File: src/rtl/keypad_debouncer_if.sv
// Key-panel bundle between the raw key pins and the key encoder.
// slave = debouncer side, master = panel/encoder side.
interface keypad_debouncer_if #(
  parameter int CHANNELS = 12,
  parameter int CODE_W   = (CHANNELS > 1) ? $clog2(CHANNELS) : 1
);
  logic [CHANNELS-1:0] key_n;
  logic [CHANNELS-1:0] pressed;
  logic [CHANNELS-1:0] press_pulse;
  logic [CHANNELS-1:0] release_pulse;
  logic                key_valid;
  logic [CODE_W-1:0]   key_code;

  modport master (output key_n,
                  input  pressed, press_pulse, release_pulse, key_valid, key_code);
  modport slave  (input  key_n,
                  output pressed, press_pulse, release_pulse, key_valid, key_code);
endinterface

File: src/rtl/keypad_debouncer.sv
// Multi-channel active-low key debouncer with press/release pulses and lowest-key encoder.
// Optional auto-repeat of press_pulse when KEYPAD_DEBOUNCE_AUTOREPEAT_EN is defined.
module kpd_chan #(
  parameter int STABLE_CYCLES = 4,
  parameter int REPEAT_DELAY  = 16,
  parameter int REPEAT_PERIOD = 8
) (
  input  logic clk,
  input  logic rst_n,
  input  logic key_n,
  output logic pressed,
  output logic press_nxt,
  output logic rel_nxt
);
  localparam int CW = $clog2(STABLE_CYCLES);

  logic          sync1, sync2;
  logic [CW-1:0] cnt;
  logic          s, mismatch, hit;

  assign s        = ~sync2;
  assign mismatch = s ^ pressed;
  assign hit      = mismatch && (cnt == CW'(STABLE_CYCLES - 1));

  always_ff @(posedge clk) begin
    if (!rst_n) begin
      sync1   <= 1'b1;
      sync2   <= 1'b1;
      cnt     <= '0;
      pressed <= 1'b0;
    end else begin
      sync1 <= key_n;
      sync2 <= sync1;
      if (!mismatch || hit) cnt <= '0;
      else                  cnt <= cnt + 1'b1;
      if (hit) pressed <= ~pressed;
    end
  end

  assign rel_nxt = hit & pressed;

`ifdef KEYPAD_DEBOUNCE_AUTOREPEAT_EN
  localparam int RMAX = (REPEAT_DELAY > REPEAT_PERIOD) ? REPEAT_DELAY : REPEAT_PERIOD;
  localparam int RW   = $clog2(RMAX + 1);

  logic [RW-1:0] rcnt;
  logic          rphase;  // 0: waiting out the initial delay, 1: in periodic repeat
  logic          rep;

  assign rep = pressed && !hit &&
               (rcnt == (rphase ? RW'(REPEAT_PERIOD - 1) : RW'(REPEAT_DELAY - 1)));

  always_ff @(posedge clk) begin
    if (!rst_n) begin
      rcnt   <= '0;
      rphase <= 1'b0;
    end else if (hit || !pressed) begin
      rcnt   <= '0;
      rphase <= 1'b0;
    end else if (rep) begin
      rcnt   <= '0;
      rphase <= 1'b1;
    end else begin
      rcnt <= rcnt + 1'b1;
    end
  end

  assign press_nxt = (hit & ~pressed) | rep;
`else
  assign press_nxt = hit & ~pressed;
`endif
endmodule

module keypad_debouncer #(
  parameter int CHANNELS      = 12,
  parameter int STABLE_CYCLES = 4,
  parameter int REPEAT_DELAY  = 16,
  parameter int REPEAT_PERIOD = 8
) (
  input logic               clk,
  input logic               rst_n,
  keypad_debouncer_if.slave kp
);
  localparam int CODE_W = (CHANNELS > 1) ? $clog2(CHANNELS) : 1;

  logic [CHANNELS-1:0] pressed_q, press_nxt, rel_nxt;
  logic [CHANNELS-1:0] press_q, rel_q;
  logic                valid_q;
  logic [CODE_W-1:0]   code_q, code_nxt;

  kpd_chan #(
    .STABLE_CYCLES (STABLE_CYCLES),
    .REPEAT_DELAY  (REPEAT_DELAY),
    .REPEAT_PERIOD (REPEAT_PERIOD)
  ) u_chan [CHANNELS-1:0] (
    .clk       (clk),
    .rst_n     (rst_n),
    .key_n     (kp.key_n),
    .pressed   (pressed_q),
    .press_nxt (press_nxt),
    .rel_nxt   (rel_nxt)
  );

  // Scan downward so the lowest set index wins.
  always_comb begin
    code_nxt = '0;
    for (int i = CHANNELS - 1; i >= 0; i--)
      if (press_nxt[i]) code_nxt = CODE_W'(i);
  end

  always_ff @(posedge clk) begin
    if (!rst_n) begin
      press_q <= '0;
      rel_q   <= '0;
      valid_q <= 1'b0;
      code_q  <= '0;
    end else begin
      press_q <= press_nxt;
      rel_q   <= rel_nxt;
      valid_q <= |press_nxt;
      if (|press_nxt) code_q <= code_nxt;
    end
  end

  assign kp.pressed       = pressed_q;
  assign kp.press_pulse   = press_q;
  assign kp.release_pulse = rel_q;
  assign kp.key_valid     = valid_q;
  assign kp.key_code      = code_q;
endmodule

File: src/flat_wrapper.sv
// flat-port wrapper written by rule: the top's interface ports become plain ports
module keypad_debouncer_flat 
#(
  parameter int CHANNELS      = 12,
  parameter int STABLE_CYCLES = 4,
  parameter int REPEAT_DELAY  = 16,
  parameter int REPEAT_PERIOD = 8
)
  (clk, rst_n, kp_key_n, kp_pressed, kp_press_pulse, kp_release_pulse, kp_key_valid, kp_key_code);
  keypad_debouncer_if #(.CHANNELS(CHANNELS)) kp_i ();
  input logic clk;
  input logic rst_n;
  input wire logic [$bits(kp_i.key_n)-1:0] kp_key_n;
  output wire logic [$bits(kp_i.pressed)-1:0] kp_pressed;
  output wire logic [$bits(kp_i.press_pulse)-1:0] kp_press_pulse;
  output wire logic [$bits(kp_i.release_pulse)-1:0] kp_release_pulse;
  output wire logic [$bits(kp_i.key_valid)-1:0] kp_key_valid;
  output wire logic [$bits(kp_i.key_code)-1:0] kp_key_code;
  assign kp_i.key_n = kp_key_n;
  assign kp_pressed = kp_i.pressed;
  assign kp_press_pulse = kp_i.press_pulse;
  assign kp_release_pulse = kp_i.release_pulse;
  assign kp_key_valid = kp_i.key_valid;
  assign kp_key_code = kp_i.key_code;
  keypad_debouncer #(.CHANNELS(CHANNELS), .STABLE_CYCLES(STABLE_CYCLES), .REPEAT_DELAY(REPEAT_DELAY), .REPEAT_PERIOD(REPEAT_PERIOD)) u_core (.clk(clk), .rst_n(rst_n), .kp(kp_i));
endmodule
File: config.mk
export PLATFORM = sky130hd
export DESIGN_NAME = keypad_debouncer_flat
export DESIGN_NICKNAME = d
export VERILOG_FILES = /design/src/rtl/keypad_debouncer_if.sv /design/src/rtl/keypad_debouncer.sv /design/src/flat_wrapper.sv
export SDC_FILE = /design/constraint.sdc
export NUM_CORES = 1
export LEC_CHECK = 0
export CAP_MARGIN = 20
export CORE_MARGIN = 2
export CORE_UTILIZATION = 55
export CTS_CLUSTER_SIZE = 20
export DETAILED_ROUTE_END_ITERATION = 10
export HOLD_SLACK_MARGIN = 0.08
export PLACE_DENSITY = 0.83
export SLEW_MARGIN = 0
export SYNTH_ARGS = -nofsm -noshare
export SYNTH_HDL_FRONTEND = slang
export SYNTH_SLANG_ARGS = --single-unit
File: constraint.sdc
create_clock -name clk -period 3.4 [get_ports clk]
set_input_delay 0.34 -clock clk [delete_from_list [all_inputs] [get_ports clk]]
set_output_delay 0.34 -clock clk [all_outputs]
set_load 0.03 [all_outputs]
==> results.txt, run 1 <==
----------------------------------------------------
[Setup path]
  Bufs and invs on worst path ... 1
  CP Max Fanout ... 6
  Terminus of the critical flop-to-flop path ... u_core.kp.key_code[1]
  Worst setup slack for register-to-register paths ... 1.76 ns
  Req. time, crit path ... 3.06 ns
  Crit path from ... u_core.u_chan[10].pressed
  Count of cells along the worst register-to-register path ... 6
  Worst Setup Start Kind ... register
  Top Family by Delay on Critical Path ... buffers and inverters
  Endpoint arrival time on the critical path ... 1.52 ns
  Standard cell with the maximum stage delay on the critical path ... clkdlybuf4s50_1
  Type of the setup path with the least slack ... register to output pin
  Worst setup path endpoint ... kp_pressed[10]
  Largest stage delay on the critical path ... 0.72 ns
  Startpoint of the lowest-slack register-to-register path ... u_core.u_chan[6].cnt[0]
  Count of cell instances traversed by the critical path ... 1
  Kind of end point of the critical path ... output pin
  Worst-path cell chain ... clkdlybuf4s50_1

[Final layout]
  Fraction of final layout cells with drive strength greater than 1 ... 0.0783
  Antenna Diode Count ... 0
  Final std cell area, no fill ... 3850 um^2
  Number of fillers in the final layout ... 413
  Signed area change from the synthesized netlist to the final layout ... 23.5%
  # nets final ... 353

[Drt]
  Detailed-route DRC error count ... 0
  Antenna Nets Post-Route ... 0
  Number of DRC markers in iteration 0 ... 110
  Detailed-route wire length ... 5150 um
  Via count ... 2114
  Final routed wire length divided by cell count ... 12.8 um
  Via density ... 5.23
  First-pass DRT Iterations ... 4

[Clock tree]
  Number of buffers inserted to repair setup after CTS ... 0
  Resized cells post-CTS ... 0
  Number of buffers added by the clock tree synthesis step ... 9
  Total of hold buffers inserted after clock tree synthesis ... 0
  Clock Tree Buf Depth ... 2
  CTS clk-pin slew, worst paths ... 0.08 ns
  H-Tree Level Count ... 3
  CTS tree ... built
  Clock root buffer ... clkbuf_8
  CTS sink cnt ... 89
  Worst-skew pair later-pin latency ... 0.35 ns

[Global route]
  Wire length of the first global-routing pass ... 8750 um
  Pin count of the biggest net entering global routing ... 51
  Number of antenna violations at the first check in global routing ... 0
  Number of global-route vias before repair ... 1957
  Overall global routing resource usage ... 0.181
  Total congestion overflow after global routing ... 0

[Synth]
  Register area share after synthesis ... 0.572
  Async set-reset flop share out of synthesis ... 0
  Synthesized Nets ... 307
  Fraction of post-synthesis cell area in the top cell type by area ... 0.572
  Synthesized instance count ... 281
  Area of the mapped netlist ... 3110 um^2
  Warnings, synthesis ... 0
  Commonest register cell after synthesis ... dfxtp_1
  Cell types occupying the most area after synthesis ... dfxtp_1 (57%), ha_1 (4.8%), nand2b_1 (4.8%)
  Flops & latches, synth ... 89
  Mean post-synth cell area ... 11.1 um^2
  Cell accounting for the most synthesized area ... dfxtp_1
  Yosys cell types ... 34
  EDFF count, synth ... 0

[Placement]
  DPL Wire Length ... 3500 um
  Number of I/O port buffers ... 54
  Gpl congestion ... 0.757
  Standard cell area after detailed placement ... 3620 um^2
  Post-placement setup slack ... 1.21 ns

[Timing]
  Final Max Tran Viols ... 0
  Slew of the pin with the lowest slew margin ... 0.499 ns
  Sum Neg Setup Slack ... 0 ns
  Maximum operating frequency ... 0.537 GHz
  Worst-case setup margin in the final layout ... 1.54 ns
  Setup repair after global routing missed its margin ... false
  Hold_ws ... 0.410 ns
  Minimum period implied by the final worst setup slack ... 1.86 ns
  Number of hold violations in the final report ... 0
  Final critical-path share of the clock period ... 0.547
  Final number of setup-violating endpoints ... 0
  Max-slew headroom ... 0.667
  Skew final ... 0.00790 ns

[Pwr]
  Sum of internal, switching and leakage power ... 1.84 mW
  Leakage ... 1.52 nW
  Cell-internal power ... 1.45 mW
  Net switching power ... 0.389 mW
  Peak supply drop ... 0.282 mV
  Comb pwr share ... 0.030
  Reg power frac ... 0.583
  Clk network pwr share ... 0.387
  Pwr dens ... 477 nW/um^2
  Switch share ... 0.212

[Floorplanning]
  Total die area ... 6280 um^2
  Die X ... 79.2 um
  I/O pin count ... 55
  Die Span Y ... 79.2 um
  Number of placement rows ... 27
  Area of the placeable core ... 5470 um^2
  Initial Utilization ... 0.569

[Run status]
  Run status ... finished, final reports clean

[Flow run]
  Max capacitance violation total ... 0

[Min path]
  Worst min path class ... register to register

----------------------------------------------------
[sequential cells by signal (all words and copies together) (netlist names)]
signal	flops
u_core.kp.press_pulse	12
u_core.u_chan.cnt	24
u_core.kp.release_pulse	12
u_core.u_chan.sync2	12
u_core.u_chan.pressed	12
u_core.kp.key_valid	1
u_core.kp.key_code	4
u_core.u_chan.sync1	12
[cell usage after synthesis (all sizes together), types with 4 or more instances]
library cell	number
dfxtp	89
nor2	29
nand2b	24
nand2	13
buf	12
ha	12
nor4b	12
or3b	12
and4b	10
xnor2	10
a211oi	9
clkbuf	9
and4	8
o21ai	4
[cell type report]
type	instances	area (um^2)	area share
clock buffers	11	141	0.0367
flip-flops and latches	89	1780	0.463
inverters	2	7.51	0.00195
repair buffers	56	571	0.148
clock inverters	5	55.1	0.0143
multi-input cells	169	1200	0.312
well taps	72	90.1	0.0234
[metal layers]
metal / track usage / vias up / share of wire
li1: - / 1068 / -
met1: 0.211 / 979 / 0.46
met2: 0.298 / 54 / 0.47
met3: 0.0455 / 13 / 0.040
met4: 0.110 / 0 / 0.027
met5: 0 / - / 0
[cells by family after synthesis]
family          after synthesis  share of synthesized area
buf+inv                      23                     0.0422
simple gates                123                      0.252
flops                        89                      0.572
fa+ha+maj                    12                     0.0482
xor+xnor                     12                     0.0337
compound gates               22                     0.0514
[worst min path at each step]
| stage | start | to | slack, ns | cells after the start |
|---|---|---|---|---|
| finish | u_core.u_chan[3].sync1 | u_core.u_chan[3].sync2 | 0.41 | 1 |
| global route | u_core.u_chan[3].sync1 | u_core.u_chan[3].sync2 | 0.42 | 1 |
| CTS | u_core.u_chan[3].sync1 | u_core.u_chan[3].sync2 | 0.41 | 1 |
| detailed placement | u_core.u_chan[3].sync1 | u_core.u_chan[3].sync2 | 0.39 | 1 |
| global placement | u_core.u_chan[9].sync1 | u_core.u_chan[9].sync2 | 0.39 | 1 |
| floorplan | u_core.u_chan[0].sync1 | u_core.u_chan[0].sync2 | 0.39 | 1 |
[placed cells by master (no fill, tap or decap), drive strengths merged, types with 3 or more instances in the layout]
cell | synthesis | layout
dfxtp | 89 | 89
clkdlybuf4s50 | 0 | 53
nor2 | 29 | 29
nand2b | 24 | 24
nand2 | 13 | 13
nor4b | 12 | 12
ha | 12 | 12
or3b | 12 | 12
clkbuf | 9 | 11
xnor2 | 10 | 10
and4b | 10 | 10
a211oi | 9 | 9
and4 | 8 | 8
o21ai | 4 | 4
nand4 | 3 | 3
nor3 | 3 | 3
nor3b | 3 | 3
a21oi | 3 | 3
buf | 12 | 3
[power groups by stage]
stage / Sequential [mW] / Combinational [mW] / Clock (mW)
2_1_floorplan: 1.09 / 0.0316 / 0
3_3_place_gp: 1.09 / 0.0502 / 0
3_5_place_dp: 1.09 / 0.0518 / 0
4_1_cts: 1.07 / 0.0519 / 0.723
5_1_grt: 1.07 / 0.0624 / 0.770
6_report: 1.07 / 0.0551 / 0.711
[worst register-to-register path, stage by stage, from the launching register on]
cell and delay [ns]:
dfxtp_1 0.32, ha_1 0.26, or3b_4 0.29, nand4_1 0.16, nor3_1 0.32, nand2_1 0.09, a21oi_1 0.13
[stage by stage]
| step | cells | util |
|---|---|---|
| after global routing | 404 | 0.703 |
| after floorplan | 281 | - |
| after detailed placement | 387 | 0.662 |
| after CTS | 403 | 0.698 |
| final | 404 | 0.703 |
| after global placement | 387 | 0.662 |
(Power assumes the default switching activity.)
==> run 2, diff against run 1 <==
Settings changed: CORE_UTILIZATION 55 to 46, PLACE_DENSITY 0.83 to 0.74.
Clock period 3.4 ns to 1.6 ns, I/O delays scaled along.
==> run 2 against run 1 <==
Critical path depth unchanged. Die area grew 19%. Critical path type unchanged. Sequential power is 110% higher. Non-clock buffer count grew 13.
==> results.txt, run 2 (synthesis gave the netlist of run 1 again) <==
----------------------------------------------------
[Flow run]
  Max capacitance violation total ... 0 (unchanged)

[Drt]
  Detailed-route wire length ... 5300 um (+2.9%)
  Via count ... 2091 (-1.1%)
  Detailed-route DRC error count ... 0 (unchanged)
  Met2 wire length ... 2280 um (-5.6%)
  Met3 layer wire length in the routed design ... 272 um (+31%)
  Via density ... 4.98 (-4.9%)
  Met1 layer wirelength in the final routing ... 2670 um (+12%)
  Antenna Nets Post-Route ... 0 (unchanged)
  Uppermost routed layer ... met4
  Number of DRC markers in iteration 0 ... 102 (-7.3%)
  Final routed wire length divided by cell count ... 12.6 um (-1.0%)
  First-pass DRT Iterations ... 4 (unchanged)

[Clock tree]
  CTS sink cnt ... 89 (unchanged)
  CTS clk-pin slew, worst paths ... 0.08 ns (about the same)
  Clock root buffer ... clkbuf_8
  Number of buffers added by the clock tree synthesis step ... 9 (unchanged)
  Clock Tree Buf Depth ... 2 (unchanged)
  Worst-skew pair later-pin latency ... 0.35 ns (about the same)
  CTS tree ... built
  H-Tree Level Count ... 3 (unchanged)

[Timing]
  Sum Neg Setup Slack ... 0 ns (unchanged)
  Slew of the pin with the lowest slew margin ... 0.347 ns (-0.153 ns)
  Skew final ... 0.00547 ns (-0.00243 ns)
  Maximum operating frequency ... 0.650 GHz
  Final number of setup-violating endpoints ... 0 (unchanged)
  Max-slew headroom ... 0.768 (+0.102)
  Final Max Tran Viols ... 0 (unchanged)
  Setup repair after global routing missed its margin ... false
  Number of hold violations in the final report ... 0 (unchanged)
  Minimum period implied by the final worst setup slack ... 1.54 ns
  Final critical-path share of the clock period ... 0.962

[Setup path]
  Kind of end point of the critical path ... output pin
  Top Family by Delay on Critical Path ... buffers and inverters
  Worst-path cell chain ... clkdlybuf4s50_1
  Endpoint arrival time on the critical path ... 1.38 ns (-0.14 ns)
  Standard cell with the maximum stage delay on the critical path ... clkdlybuf4s50_1
  Type of the setup path with the least slack ... register to output pin
  Bufs and invs on worst path ... 1 (unchanged)
  Worst Setup Start Kind ... register
  Largest stage delay on the critical path ... 0.68 ns (-0.04 ns)
  Req. time, crit path ... 1.44 ns (-1.62 ns)
  CP Max Fanout ... 2 (-4)

[Final layout]
  Antenna Diode Count ... 0 (unchanged)
  Fraction of final layout cells with drive strength greater than 1 ... 0.128 (+0.0500)
  Leading cell type in the layout, fill and taps excluded ... dfxtp_1
  Number of flip-flops in the largest register ... 24 (unchanged)
  Most flop-heavy register ... u_core.u_chan.cnt
  Most used cells in the layout excluding fill and tap cells ... dfxtp_1 (89), clkdlybuf4s50_1 (39), nor2_1 (29), nand2b_1 (24), buf_4 (15)
  Signed area change from the synthesized netlist to the final layout ... 25.4%
  # nets final ... 366 (+3.7%)

[Global route]
  Overall global routing resource usage ... 0.156 (-0.0247)
  Pin count of the biggest net entering global routing ... 31 (-39%)
  Total congestion overflow after global routing ... 0 (unchanged)
  Number of antenna violations at the first check in global routing ... 0 (unchanged)
  Number of global-route vias before repair ... 1965 (+0.41%)
  Wire length of the first global-routing pass ... 8870 um (+1.4%)

[Pwr]
  Peak supply drop ... 0.569 mV (+100%)
  Pwr dens ... 943 nW/um^2 (+98%)
  Leakage ... 1.67 nW (+9.4%)
  Sum of internal, switching and leakage power ... 3.68 mW (+100%)

[Placement]
  Gpl congestion ... 0.805 (+6.4%)
  Number of I/O port buffers ... 54 (unchanged)
  DPL Wire Length ... 3710 um (+6.0%)

[Floorplanning]
  Area of the placeable core ... 6460 um^2 (+18%)
  Number of placement rows ... 29 (+7.4%)
  I/O pin count ... 55 (unchanged)
  Die X ... 86.3 um (+8.9%)
  Total die area ... 7440 um^2 (+19%)
  Die Span Y ... 86.3 um (+8.9%)
  Initial Utilization ... 0.482 (-0.0869)

[Run status]
  Run status ... finished, final reports clean

[Min path]
  Worst min path class ... primary input to register

----------------------------------------------------
==> run 2: worst min-delay path: stages <==
cell and delay (ns):
buf_2 0.11, buf_4 0.19, nand2b_1 0.08
==> run 2: cell type report <==
| class | instances | area, um^2 |
|---|---|---|
| clock buffers | 11 | 141 |
| multi-input cells | 169 | 1220 |
| well taps | 77 | 96.3 |
| clock inverters | 3 | 18.8 |
| fillers | 521 | 2550 |
| inverters | 2 | 7.51 |
| repair buffers | 69 | 638 |
| flip-flops and latches | 89 | 1780 |
==> run 2: path summary, 6_finish.rpt <==
| path | startpoint | slack, ns | endpoint | depth (start not counted) |
|---|---|---|---|---|
| worst max register to register | u_core.u_chan[8].cnt[0] | 0.06 | u_core.kp.key_code[0] | 5 |
| worst min-delay path | rst_n | 0.22 | u_core.u_chan[11].sync1 | 3 |
| worst max-delay path | u_core.kp.key_code[1] | 0.06 | kp_key_code[1] | 1 |
| worst min register to register | u_core.u_chan[10].sync1 | 0.41 | u_core.u_chan[10].sync2 | 1 |
==> run 2: repair_timing <==
action	4_1_cts	5_1_grt
cloned	0	0
buffers inserted	1	0
gates resized for setup	12	9
endpoints found under the setup margin	14	7
pin swaps	0	4
hold buffers	0	0
==> run 2: routing by layer <==
layer | up-vias | GRT usage
li1 | 1093 | -
met1 | 944 | 0.202
met2 | 46 | 0.228
met3 | 8 | 0.0676
met4 | 0 | 0.0653
met5 | - | 0
==> run 2: per-stage QoR <==
stage	instance area [um^2]	cells	hold WS (ns)	setup WS, ns	util
4_1_cts	3880	420	0.211	0.0328	0.601
5_1_grt	3910	420	0.211	0.00407	0.605
6_report	3910	420	0.221	0.0612	0.605
2_1_floorplan	3110	281	0.261	0.132	-
3_3_place_gp	3730	405	0.389	0.0921	0.577
3_5_place_dp	3730	405	0.392	0.0160	0.577
==> run 2: power breakdown <==
group / switching (mW) / total, mW / leakage (nW) / internal (mW)
registers: 0.0220 / 2.27 / 0.724 / 2.25
clock network: 0.707 / 1.29 / 0.0850 / 0.587
logic: 0.0523 / 0.117 / 0.857 / 0.0648
total: 0.781 / 3.68 / 1.67 / 2.90
==> run 3, diff against run 2 <==
Settings changed: CTS_CLUSTER_DIAMETER from default to 40.
==> results of run 3 <==
The final DEF is identical to that of run 2; final timing and power are the same.
